--- src/rtl/divider_arbiter.sv ---
// Round-robin arbiter in front of a shared, unreset, fixed-latency divider.
// A tag pipeline follows the divider and routes each result back to its requester.
module divider_arbiter #(
    parameter int NUM_REQ        = 4,
    parameter int DIVIDEND_WIDTH = 12,
    parameter int DIVISOR_WIDTH  = 6,
    parameter int DIV_LATENCY    = 14
) (
    input  logic                                clock,
    input  logic                                reset,
    input  logic                                pause,
    input  logic [NUM_REQ-1:0]                  req_valid,
    input  logic [NUM_REQ*DIVIDEND_WIDTH-1:0]   req_dividend,
    input  logic [NUM_REQ*DIVISOR_WIDTH-1:0]    req_divisor,
    output logic [NUM_REQ-1:0]                  req_ready,
    output logic                                div_input_valid,
    output logic [DIVIDEND_WIDTH-1:0]           div_dividend,
    output logic [DIVISOR_WIDTH-1:0]            div_divisor,
    input  logic                                div_output_valid,
    input  logic [DIVIDEND_WIDTH-1:0]           div_quotient,
    input  logic [DIVIDEND_WIDTH-1:0]           div_remainder,
    output logic                                resp_valid,
    output logic [$clog2(NUM_REQ)-1:0]          resp_id,
    output logic [DIVIDEND_WIDTH-1:0]           resp_quotient,
    output logic [DIVIDEND_WIDTH-1:0]           resp_remainder,
    output logic                                resp_div_zero,
    output logic [$clog2(DIV_LATENCY+3)-1:0]    in_flight,
    output logic                                sync_error
);
    localparam int IDW = $clog2(NUM_REQ);
    localparam int CW  = $clog2(DIV_LATENCY + 1);

    typedef enum logic {FLUSH, RUN} state_t;

    state_t                  state;
    logic [CW-1:0]           flush_cnt;
    logic [IDW-1:0]          rr_ptr;
    logic [IDW-1:0]          grant_id;
    logic [IDW-1:0]          scan_id;
    logic [IDW-1:0]          issue_id;
    logic                    grant_any;
    logic [DIV_LATENCY-1:0]  tag_v;
    logic [DIV_LATENCY-1:0]  tag_z;
    logic [IDW-1:0]          tag_id [DIV_LATENCY];
    logic                    head_v;
    logic                    head_z;
    logic [IDW-1:0]          head_id;

    assign head_v  = tag_v[DIV_LATENCY-1];
    assign head_z  = tag_z[DIV_LATENCY-1];
    assign head_id = tag_id[DIV_LATENCY-1];

    always_comb begin
        grant_any = 1'b0;
        grant_id  = '0;
        scan_id   = '0;
        req_ready = '0;
        if (state == RUN && !pause) begin
            for (int unsigned k = 0; k < NUM_REQ; k++) begin
                scan_id = IDW'((32'(rr_ptr) + k) % 32'(NUM_REQ));
                if (!grant_any && req_valid[scan_id]) begin
                    grant_any = 1'b1;
                    grant_id  = scan_id;
                end
            end
        end
        if (grant_any) req_ready[grant_id] = 1'b1;
    end

    always_ff @(posedge clock) begin
        if (reset) begin
            state           <= FLUSH;
            flush_cnt       <= '0;
            rr_ptr          <= '0;
            issue_id        <= '0;
            div_input_valid <= 1'b0;
            div_dividend    <= '0;
            div_divisor     <= '0;
            tag_v           <= '0;
            tag_z           <= '0;
            for (int unsigned i = 0; i < DIV_LATENCY; i++) tag_id[i] <= '0;
            resp_valid      <= 1'b0;
            resp_id         <= '0;
            resp_quotient   <= '0;
            resp_remainder  <= '0;
            resp_div_zero   <= 1'b0;
            in_flight       <= '0;
            sync_error      <= 1'b0;
        end else begin
            // Hold off grants until anything issued before reset has left the divider.
            if (state == FLUSH) begin
                if (flush_cnt == CW'(DIV_LATENCY)) state <= RUN;
                else flush_cnt <= flush_cnt + 1'b1;
            end

            div_input_valid <= grant_any;
            if (grant_any) begin
                div_dividend <= req_dividend[int'(grant_id)*DIVIDEND_WIDTH +: DIVIDEND_WIDTH];
                div_divisor  <= req_divisor[int'(grant_id)*DIVISOR_WIDTH +: DIVISOR_WIDTH];
                issue_id     <= grant_id;
                rr_ptr       <= (grant_id == IDW'(NUM_REQ - 1)) ? '0 : grant_id + 1'b1;
            end

            // Tags are loaded from the issue registers so the head lines up with div_output_valid.
            tag_v <= {tag_v[DIV_LATENCY-2:0], div_input_valid};
            tag_z <= {tag_z[DIV_LATENCY-2:0], div_divisor == '0};
            for (int unsigned i = DIV_LATENCY - 1; i > 0; i--) tag_id[i] <= tag_id[i-1];
            tag_id[0] <= issue_id;

            resp_valid <= head_v;
            if (head_v) begin
                resp_id        <= head_id;
                resp_div_zero  <= head_z;
                resp_quotient  <= head_z ? '1 : div_quotient;
                resp_remainder <= head_z ? '0 : div_remainder;
            end

            if (state == RUN && head_v != div_output_valid) sync_error <= 1'b1;

            if (grant_any && !resp_valid)      in_flight <= in_flight + 1'b1;
            else if (!grant_any && resp_valid) in_flight <= in_flight - 1'b1;
        end
    end
endmodule

--- config.mk ---
export PLATFORM = sky130hd
export DESIGN_NAME = divider_arbiter
export DESIGN_NICKNAME = d
export VERILOG_FILES = /design/src/rtl/divider_arbiter.sv
export SDC_FILE = /design/constraint.sdc
export NUM_CORES = 1
export LEC_CHECK = 0
export BUFFER_PORTS_ARGS = -buffer_cell sky130_fd_sc_hd__buf_2
export CAP_MARGIN = 15
export CORE_MARGIN = 5
export CORE_UTILIZATION = 45
export DETAILED_ROUTE_END_ITERATION = 6
export PLACE_DENSITY = 0.8
export SLEW_MARGIN = 20
export SYNTH_ARGS = -nofsm -noshare
export SYNTH_HDL_FRONTEND = slang
export SYNTH_SLANG_ARGS = --single-unit
--- constraint.sdc ---
create_clock -name clock -period 3 [get_ports clock]
set_input_delay 0.45 -clock clock [delete_from_list [all_inputs] [get_ports clock]]
set_output_delay 0.45 -clock clock [all_outputs]
set_load 0.02 [all_outputs]
==> results by group, run 1 <==
Timing
  • Worst-Margin Slew: 0.819 ns
  • Tcrit/Tclk final: 0.938
  • Period minus WS final: 2.81 ns
  • Fmax: 355 MHz
  • Finish-stage setup viols: 0
  • Final Worst Setup Slack: 0.186 ns
  • Clock skew: 0.0119 ns
  • Slew Viols, Final: 0
  • Rel. slew slack: 0.448
  • RSZ-0062 raised after global routing: false
  • Fin. Hold Viols: 0

Logic synthesis
  • Synth Area in Simple Gates: 0.222
  • Mapped Avg Cell Area: 9.73 µm²
  • Synth Area in Compound Gates: 0.160
  • Post-synthesis adder-cell area fraction: 0.0307
  • Ys async rst share: 0
  • Post-synth EDFFs: 0
  • Register area share after synthesis: 0.499
  • XOR/XNOR Fraction of Synth Area: 0.0111
  • Yosys top cell area share: 0.499
  • Syn_nets: 601
  • Area leader, netlist: dfxtp_1
  • Largest family of logic cells by synthesized area: simple AND/OR/NAND/NOR gates
  • Post-Syn Area: 4730 µm²
  • Top FF cell, synth: dfxtp_1
  • Post-synth cell types: 51
  • Synth cell count leaders: dfxtp_1, nor2b_1, nor2_1
  • Area contributors post-synth: dfxtp_1, nor2b_1, mux2i_1
  • Mux cell area share after synthesis: 0.0405
  • Synth Warn #: 0
  • Register bit total from synthesis: 118
  • Most common cell in the netlist: dfxtp_1
  • Syn Inst Count: 486

Worst setup path
  • Critical Path End Type: output pin
  • Worst setup path start: state$_SDFF_PP0_
  • Critical path required time: 2.55 ns
  • Reg-to-Reg Start: state$_SDFF_PP0_
  • Largest stage delay, worst path: 0.38 ns
  • Crit path launch type: flop
  • R2R Path End: in_flight[4]$_SDFFE_PP0P_
  • Top delay family on crit path: simple AND/OR/NAND/NOR gates
  • Worst path slowest cell: dfxtp_1
  • Worst path depth: 9
  • WP buf/inv: 4
  • R2R setup slack: 0.50 ns
  • CP Cell Sequence: nor2b_4, nand2_4, inv_2, buf_4, nand4_4, clkinv_8, ha_1, and3_1, buf_2
  • CP Class: reg -> out
  • Arrival time worst endpoint: 2.36 ns
  • R2R depth: 11
  • Crit Path Max Fanout: 18
  • End of the critical path: req_ready[3]

Route
  • Routed vias: 4067
  • Drt pass-1 iters: 4
  • DRC: 0
  • DR WL/cell: 14.7 µm
  • DR vias/cell: 5.12
  • Final ANT Viol Nets: 0
  • DR iter-0 viols: 212
  • DRT Wirelength: 11.7 mm

Global routing
  • Number of antenna violations at the first check in global routing: 0
  • Largest net degree at the start of global routing: 82
  • First-pass GRT wire length: 19.3 mm
  • Vias in the first global route: 4053
  • Total gr overflow: 0
  • GRT Util Overall: 0.189

Pwr
  • Max VDD drop: 0.000380 V
  • Switch share: 0.223
  • Clock share of power: 0.513
  • Switch Pwr: 0.801 mW
  • P_leak: 2.88 nW
  • Power Density: 574 nW/µm²
  • Comb power frac: 0.046
  • Int Power: 2.78 mW
  • Share of power burned in registers: 0.440

Floorplanning
  • Row cnt: 37
  • Starting Density: 0.460
  • Die Width: 113 µm
  • Core ar.: 10300 µm²
  • Die area: 12700 µm²
  • Io pins: 161
  • Die height: 113 µm

Place
  • RePlAce Congestion: 0.888
  • Place WS: -0.0221 ns
  • HPWL Detailed: 8.64 mm
  • Port Buf Inserts: 160

Clocking
  • Root buf cell: clkbuf_8
  • Max clock buf depth: 2
  • Reg clk slew, reported paths: 0.06 ns
  • Setup bufs post-CTS: 0
  • Number of buffers created by CTS: 17
  • Clk sinks: 118
  • Clock tree from TritonCTS: done
  • Htree depth: 4
  • Worst-skew pair later-pin latency: 0.51 ns
  • Post-CTS Hold Fix Bufs: 0

Finish
  • # diodes: 0
  • Layout Area Growth over Synthesis: 31.9%
  • Fin util: 0.607
  • Layout cells sized above 1: 0.354
  • Nets: 760

Outcome
  • Run status: finished, final reports clean

Worst hold path
  • Hold Crit Class: in -> reg

Run
  • Max Cap Viol: 0
## routing by layer
layer / track usage / vias to the layer above / share of wire / wire length (µm)
met3: 0.0701 / 17 / 0.091 / 1070
met5: 0 / - / 0 / 0
li1: - / 2002 / - / -
met2: 0.306 / 189 / 0.46 / 5390
met4: 0.0713 / 0 / 0.015 / 172
met1: 0.230 / 1859 / 0.43 / 5080
## worst min path at each step
stage,from,to,cells after the start
final,div_remainder[3],resp_remainder[3]$_SDFFE_PP0P_,3
after global routing,div_remainder[4],resp_remainder[4]$_SDFFE_PP0P_,3
after CTS,div_remainder[3],resp_remainder[3]$_SDFFE_PP0P_,3
after detailed placement,tag_id[8][0]$_SDFF_PP0_,tag_id[9][0]$_SDFF_PP0_,1
after global placement,tag_z[1]$_SDFF_PP0_,tag_z[2]$_SDFF_PP0_,1
after floorplan,tag_id[9][0]$_SDFF_PP0_,tag_id[10][0]$_SDFF_PP0_,1
## cell type report
cell class              instances  area, µm²
fillers                       876       4040
flip-flops and latches        118       2360
multi-input cells             328       2220
repair buffers                172        893
clock buffers                  19        432
well taps                     136        170
clock inverters                13        123
inverters                       8       42.5
## metrics by stage
| stage | TNS (ns) | instances | hold WS (ns) | area (µm²) | power (mW) |
|---|---|---|---|---|---|
| after floorplan | 0 | 486 | 0.414 | 4740 | 1.69 |
| after global placement | 0 | 762 | 0.416 | 5660 | 1.77 |
| after global routing | 0 | 794 | 0.162 | 6240 | 3.74 |
| after detailed placement | -0.0221 | 762 | 0.422 | 5660 | 1.78 |
| after CTS | 0 | 794 | 0.149 | 6220 | 3.64 |
| final | 0 | 794 | 0.171 | 6240 | 3.58 |
## registers in the layout, summed over array words and instances (netlist names), 2 cells and up
register,cells
resp_id,2
issue_id,2
div_dividend,12
resp_quotient,12
tag_v,14
flush_cnt,4
tag_id,28
resp_remainder,12
in_flight,5
rr_ptr,2
tag_z,14
div_divisor,6
## cells in the final DEF (no fill, tap or decap), drive strengths merged, types with 12 or more instances in the layout
cell | netlist | layout
a211oi | 24 | 24
dfxtp | 118 | 118
nor3 | 12 | 12
nor2b | 76 | 76
buf | 9 | 172
mux2i | 18 | 18
o22ai | 12 | 12
nand2 | 27 | 27
nor2 | 43 | 43
o21bai | 15 | 15
a21oi | 30 | 30
clkbuf | 23 | 19
## power by group through the flow
stage | Clock (mW) | Sequential, mW | Combinational (mW)
finish | 1.84 | 1.58 | 0.166
global placement | 0 | 1.61 | 0.161
global route | 1.98 | 1.58 | 0.184
floorplan | 0 | 1.61 | 0.0745
detailed placement | 0 | 1.61 | 0.165
CTS | 1.89 | 1.58 | 0.166
## tightest hold or removal path: cells and delay by family
kind | cells | cell delay [ns]
AO/OA/AOI/OAI | 1 | 0.05
buffers and inverters | 1 | 0.07
AND/OR/NAND/NOR | 1 | 0.07
## kinds of logic (layout without fill, tap and decap cells)
logic type / after synthesis / after routing
flops: 118 / 118
compound gates: 102 / 102
buf+inv: 40 / 212
simple gates: 190 / 190
fa+ha+maj: 11 / 11
xor+xnor: 6 / 6
mux: 19 / 19
## timing repair
action                                  in CTS  in global routing
gates cloned                                 0                  0
endpoints found under the setup margin       2                  2
gates resized for setup                      2                  4
(Power assumes the default switching activity.)
==> run 2: changes to the inputs <==
CORE_ASPECT_RATIO = 2   (was default)
==> run 2 against run 1 <==
Effect of this change: cell area is essentially flat; utilization shrank 0.82 points; fmax grew 3.7%; routed wire length grew 9.9%; combinational power is essentially flat; critical path depth shrank 2; sequential power is essentially flat; register-to-register slack lost 0.15 ns; largest cell class unchanged.
==> results by group, run 2 (synthesis results as in run 1) <==
Outcome
  • Run status: finished, final reports clean

Route
  • DR iter-0 viols: 114
  • Final ANT Viol Nets: 0
  • DRT Wirelength: 12.9 mm
  • Drt pass-1 iters: 6
  • Routed vias: 4163
  • DR vias/cell: 5.22
  • DRC: 0
  • DR WL/cell: 16.1 µm

Clocking
  • Post-CTS sizing: 0
  • Clk sinks: 118
  • Setup bufs post-CTS: 0
  • Max clock buf depth: 2
  • Htree depth: 4
  • Clock tree from TritonCTS: done
  • Worst-skew pair later-pin latency: 0.41 ns
  • Post-CTS Hold Fix Bufs: 0
  • Root buf cell: clkbuf_16
  • Reg clk slew, reported paths: 0.05 ns
  • Number of buffers created by CTS: 17

Global routing
  • Vias in the first global route: 4374
  • Largest net degree at the start of global routing: 69
  • Number of antenna violations at the first check in global routing: 1
  • First-pass GRT wire length: 20.0 mm
  • Total gr overflow: 0
  • GRT Util Overall: 0.206

Place
  • Placed Instances: 765
  • HPWL Detailed: 9.80 mm
  • Port Buf Inserts: 160
  • Place WS: -0.0638 ns
  • Post-DP Area: 5680 µm²
  • RePlAce Congestion: 0.948

Timing
  • Finish-stage setup viols: 0
  • Final Worst Setup Slack: 0.287 ns
  • Tcrit/Tclk final: 0.904
  • Fin. Hold Viols: 0
  • Fmax: 369 MHz
  • Clock skew: 0.0126 ns
  • Slew Viols, Final: 0
  • RSZ-0062 raised after global routing: false
  • Rel. slew slack: 0.484
  • Worst-Margin Slew: 0.772 ns
  • Period minus WS final: 2.71 ns

Worst setup path
  • CP Class: reg -> out
  • Crit path launch type: flop
  • Arrival time worst endpoint: 2.26 ns
  • Critical Path End Type: output pin
  • Crit Path Max Fanout: 15
  • Critical path required time: 2.55 ns

Floorplanning
  • Die height: 155 µm
  • Row cnt: 53
  • Core ar.: 10400 µm²
  • Die area: 12800 µm²
  • Die Width: 82.5 µm
  • Io pins: 161
  • Starting Density: 0.454

Finish
  • Largest registers: tag_id: 28 flops, tag_v: 14 flops, tag_z: 14 flops
  • Max reg flops: 28
  • Commonest non-fill, non-tap cells in the layout: buf_2, dfxtp_1, nor2b_1
  • Top reg by flops: tag_id
  • Filler Cells Inserted: 920
  • Layout Cells excl Fill: 798
  • Layout Area Growth over Synthesis: 31.8%
  • Layout cells sized above 1: 0.355
  • Design area: 6240 µm²
  • Most common cell after layout, fill and taps aside: buf_2
  • Fin util: 0.599
  • Nets: 762

Worst hold path
  • Hold Crit Class: in -> reg

Pwr
  • Max VDD drop: 0.000466 V
  • Final Power: 3.60 mW
  • Power Density: 578 nW/µm²
  • P_leak: 2.88 nW

Run
  • Max Cap Viol: 0
[run 2: cell types whose count changed in the layout (fill, tap and decap cells not counted), sizes merged]
cell / previous run / this run
clkinvlp: 1 / 4
buf: 172 / 174
clkinv: 8 / 6
clkbuf: 19 / 18
diode: 0 / 1
[run 2: stage by stage]
step / TNS (ns) / hold slack, ns
2_1_floorplan: 0 / 0.414
3_3_place_gp: 0 / 0.418
3_5_place_dp: -0.0638 / 0.425
4_1_cts: 0 / 0.265
5_1_grt: 0 / 0.273
6_report: 0 / 0.283
[run 2: area by class of cell]
| cell class | instances | area (µm²) | share of cell area |
|---|---|---|---|
| antenna | 1 | 2.50 | 0.000401 |
| clock buffer | 18 | 429 | 0.0688 |
| clock inverter | 14 | 128 | 0.0205 |
| inverter | 8 | 32.5 | 0.00522 |
| multi-input combinational | 328 | 2200 | 0.353 |
| sequential | 118 | 2360 | 0.379 |
| tap | 137 | 171 | 0.0275 |
| timing repair buffer | 174 | 908 | 0.146 |
[run 2: power by group]
part	internal, mW	switching (mW)
clock network	1.14	0.716
registers	1.57	0.00454
logic	0.0818	0.0857
[run 2: critical path, cell delays in order, from the launching register on]
cell and delay [ns]:
dfxtp_1 0.36, nor2b_1 0.30, buf_4 0.25, nand3_1 0.29, inv_1 0.18, ha_1 0.19, and3_1 0.14, buf_2 0.15
[run 2: metal layers]
metal	vias to the layer above	part of all wire	global-route usage
li1	2004	-	-
met1	1926	0.34	0.188
met2	195	0.53	0.368
met3	38	0.077	0.0713
met4	0	0.053	0.136
met5	-	0	0
[run 2: worst paths after layout]
kind                        start                             end  slack, ns  depth (start not counted)
max              state$_SDFF_PP0_                    req_ready[3]       0.29                          7
min              div_remainder[2]  resp_remainder[2]$_SDFFE_PP0P_       0.28                          3
max reg2reg      state$_SDFF_PP0_       in_flight[4]$_SDFFE_PP0P_       0.35                         11
min reg2reg  tag_z[11]$_SDFF_PP0_            tag_z[12]$_SDFF_PP0_       0.43                          1
==> run 3: changes to the inputs <==
BUFFER_PORTS_ARGS = -buffer_cell sky130_fd_sc_hd__buf_4   (was -buffer_cell sky130_fd_sc_hd__buf_2)
==> run 3 against run 2 <==
Effect of this change: register-to-register slack about the same; critical path depth rose by 2; power up 4.8%; cell count decreased by 0.13%; non-clock buffer count shrank 2; clock power is 8% higher; utilization increased by 4.0 points; worst setup slack better by 0.047 ns; sequential share of layout area down 2.4 points; critical path type unchanged.
==> results by group, run 3 (synthesis results as in run 1) <==
Finish
  • Design area: 6660 µm²
  • Largest registers: tag_id: 28 flops, tag_v: 14 flops, tag_z: 14 flops
  • Nets: 760
  • Layout Area Growth over Synthesis: 40.8%
  • Commonest non-fill, non-tap cells in the layout: buf_4, dfxtp_1, nor2b_1
  • Filler Cells Inserted: 887
  • Max reg flops: 28
  • Top reg by flops: tag_id
  • Layout Cells excl Fill: 797
  • Most common cell after layout, fill and taps aside: buf_4
  • Layout cells sized above 1: 0.354
  • Fin util: 0.640

Route
  • DR iter-0 viols: 121
  • DR vias/cell: 5.17
  • DRT Wirelength: 13.2 mm
  • Final ANT Viol Nets: 0
  • Routed vias: 4119
  • DRC: 0
  • Drt pass-1 iters: 4
  • DR WL/cell: 16.6 µm

Global routing
  • Total gr overflow: 0
  • Vias in the first global route: 4428
  • Number of antenna violations at the first check in global routing: 2
  • GRT busiest layer: met2
  • Largest net degree at the start of global routing: 73
  • GRT Util Overall: 0.212
  • First-pass GRT wire length: 20.4 mm
  • GR Util met3: 0.0857
  • Grt met1 use: 0.184
  • Met2 global-route usage: 0.373

Worst setup path
  • Arrival time worst endpoint: 2.22 ns
  • Critical path required time: 2.55 ns
  • Crit path launch type: flop
  • Top delay family on crit path: simple AND/OR/NAND/NOR gates
  • Largest stage delay, worst path: 0.36 ns
  • Critical path's most frequent cell: buf_4
  • WP buf/inv: 4
  • Crit Path Max Fanout: 16
  • Worst path slowest cell: dfxtp_1
  • CP Class: reg -> out
  • Critical Path End Type: output pin
  • CP Cell Sequence: nor2b_1, nand2_4, inv_2, buf_4, nand4_4, inv_4, ha_1, and3_1, buf_4

Timing
  • Clock skew: 0.0112 ns
  • Finish-stage setup viols: 0
  • Tcrit/Tclk final: 0.889
  • Setup TNS: 0 ns
  • RSZ-0062 raised after global routing: false
  • Fin. Hold Viols: 0
  • Slew Viols, Final: 0
  • Min Hold Slack: 0.274 ns
  • Worst-Margin Slew: 0.776 ns
  • Rel. slew slack: 0.482
  • Period minus WS final: 2.67 ns
  • Fmax: 375 MHz

Worst hold path
  • Hold Crit Class: in -> reg

Floorplanning
  • Io pins: 161
  • Row cnt: 53
  • Die Width: 82.5 µm
  • Die area: 12800 µm²
  • Die height: 155 µm
  • Starting Density: 0.454
  • Core ar.: 10400 µm²

Pwr
  • Clock share of power: 0.528
  • P_leak: 2.97 nW
  • Share of power burned in registers: 0.418
  • Switch share: 0.224
  • Comb power frac: 0.054
  • Power Density: 567 nW/µm²
  • Switch Pwr: 0.845 mW
  • Int Power: 2.93 mW
  • Max VDD drop: 0.000542 V

Outcome
  • Run status: finished, final reports clean

Clocking
  • Clock tree from TritonCTS: done
  • Setup bufs post-CTS: 0
  • Clk sinks: 118
  • Htree depth: 4
  • Post-CTS Hold Fix Bufs: 0
  • Reg clk slew, reported paths: 0.06 ns
  • Max clock buf depth: 2
  • Post-CTS sizing: 0
  • Root buf cell: clkbuf_16
  • Worst-skew pair later-pin latency: 0.41 ns
  • Number of buffers created by CTS: 17

Place
  • Post-DP Area: 6060 µm²
  • Placed Instances: 763
  • Port Buf Inserts: 160
  • HPWL Detailed: 10.2 mm
  • RePlAce Congestion: 0.893

Run
  • Max Cap Viol: 0
[run 3: cell count changes in the layout (fill, tap and decap cells not counted), sizes merged]
cell,delta
inv,+4
diode,+1
buf,-2
clkinv,-4
bufinv,+1
clkbuf,-1
[run 3: routing by layer]
metal / routed length, µm / share of wire
met4: 731 / 0.055
met2: 6990 / 0.53
met3: 1100 / 0.083
met5: 0 / 0
met1: 4410 / 0.33
[run 3: path summary, 6_finish.rpt]
check | start | to | slack (ns) | cells after the start
setup reg to reg | state$_SDFF_PP0_ | in_flight[4]$_SDFFE_PP0P_ | 0.36 | 11
hold reg to reg | tag_z[6]$_SDFF_PP0_ | tag_z[7]$_SDFF_PP0_ | 0.44 | 1
hold / removal | div_remainder[6] | resp_remainder[6]$_SDFFE_PP0P_ | 0.27 | 3
setup / recovery | state$_SDFF_PP0_ | req_ready[3] | 0.33 | 9
[run 3: worst min-delay path, stage by stage]
cell and delay (ns):
buf_4 0.08, a21oi_1 0.05, nor2_1 0.07
[run 3: area by class of cell]
cell class / instances / area [µm²] / area share
Timing Repair Buffer: 172 / 1290 / 0.194
Clock inverter: 15 / 168 / 0.0252
Sequential cell: 118 / 2360 / 0.355
Antenna cell: 2 / 5.00 / 0.000752
Inverter: 8 / 32.5 / 0.00489
Tap cell: 137 / 171 / 0.0257
Clock buffer: 17 / 425 / 0.0639
Multi-Input combinational cell: 328 / 2200 / 0.331
[run 3: power by group through the flow]
stage          registers [mW]  clock network, mW  logic (mW)
3_5_place_dp             1.61                  0       0.202
3_3_place_gp             1.61                  0       0.199
2_1_floorplan            1.61                  0      0.0745
6_report                 1.58               2.00       0.203
4_1_cts                  1.58               2.03       0.203
5_1_grt                  1.58               2.12       0.220
[run 3: through the flow]
step | setup WS (ns) | power [mW]
6_report | 0.334 | 3.78
4_1_cts | 0.316 | 3.82
5_1_grt | 0.190 | 3.91
2_1_floorplan | 0.0119 | 1.69
3_5_place_dp | -0.0664 | 1.82
3_3_place_gp | 0.0365 | 1.81
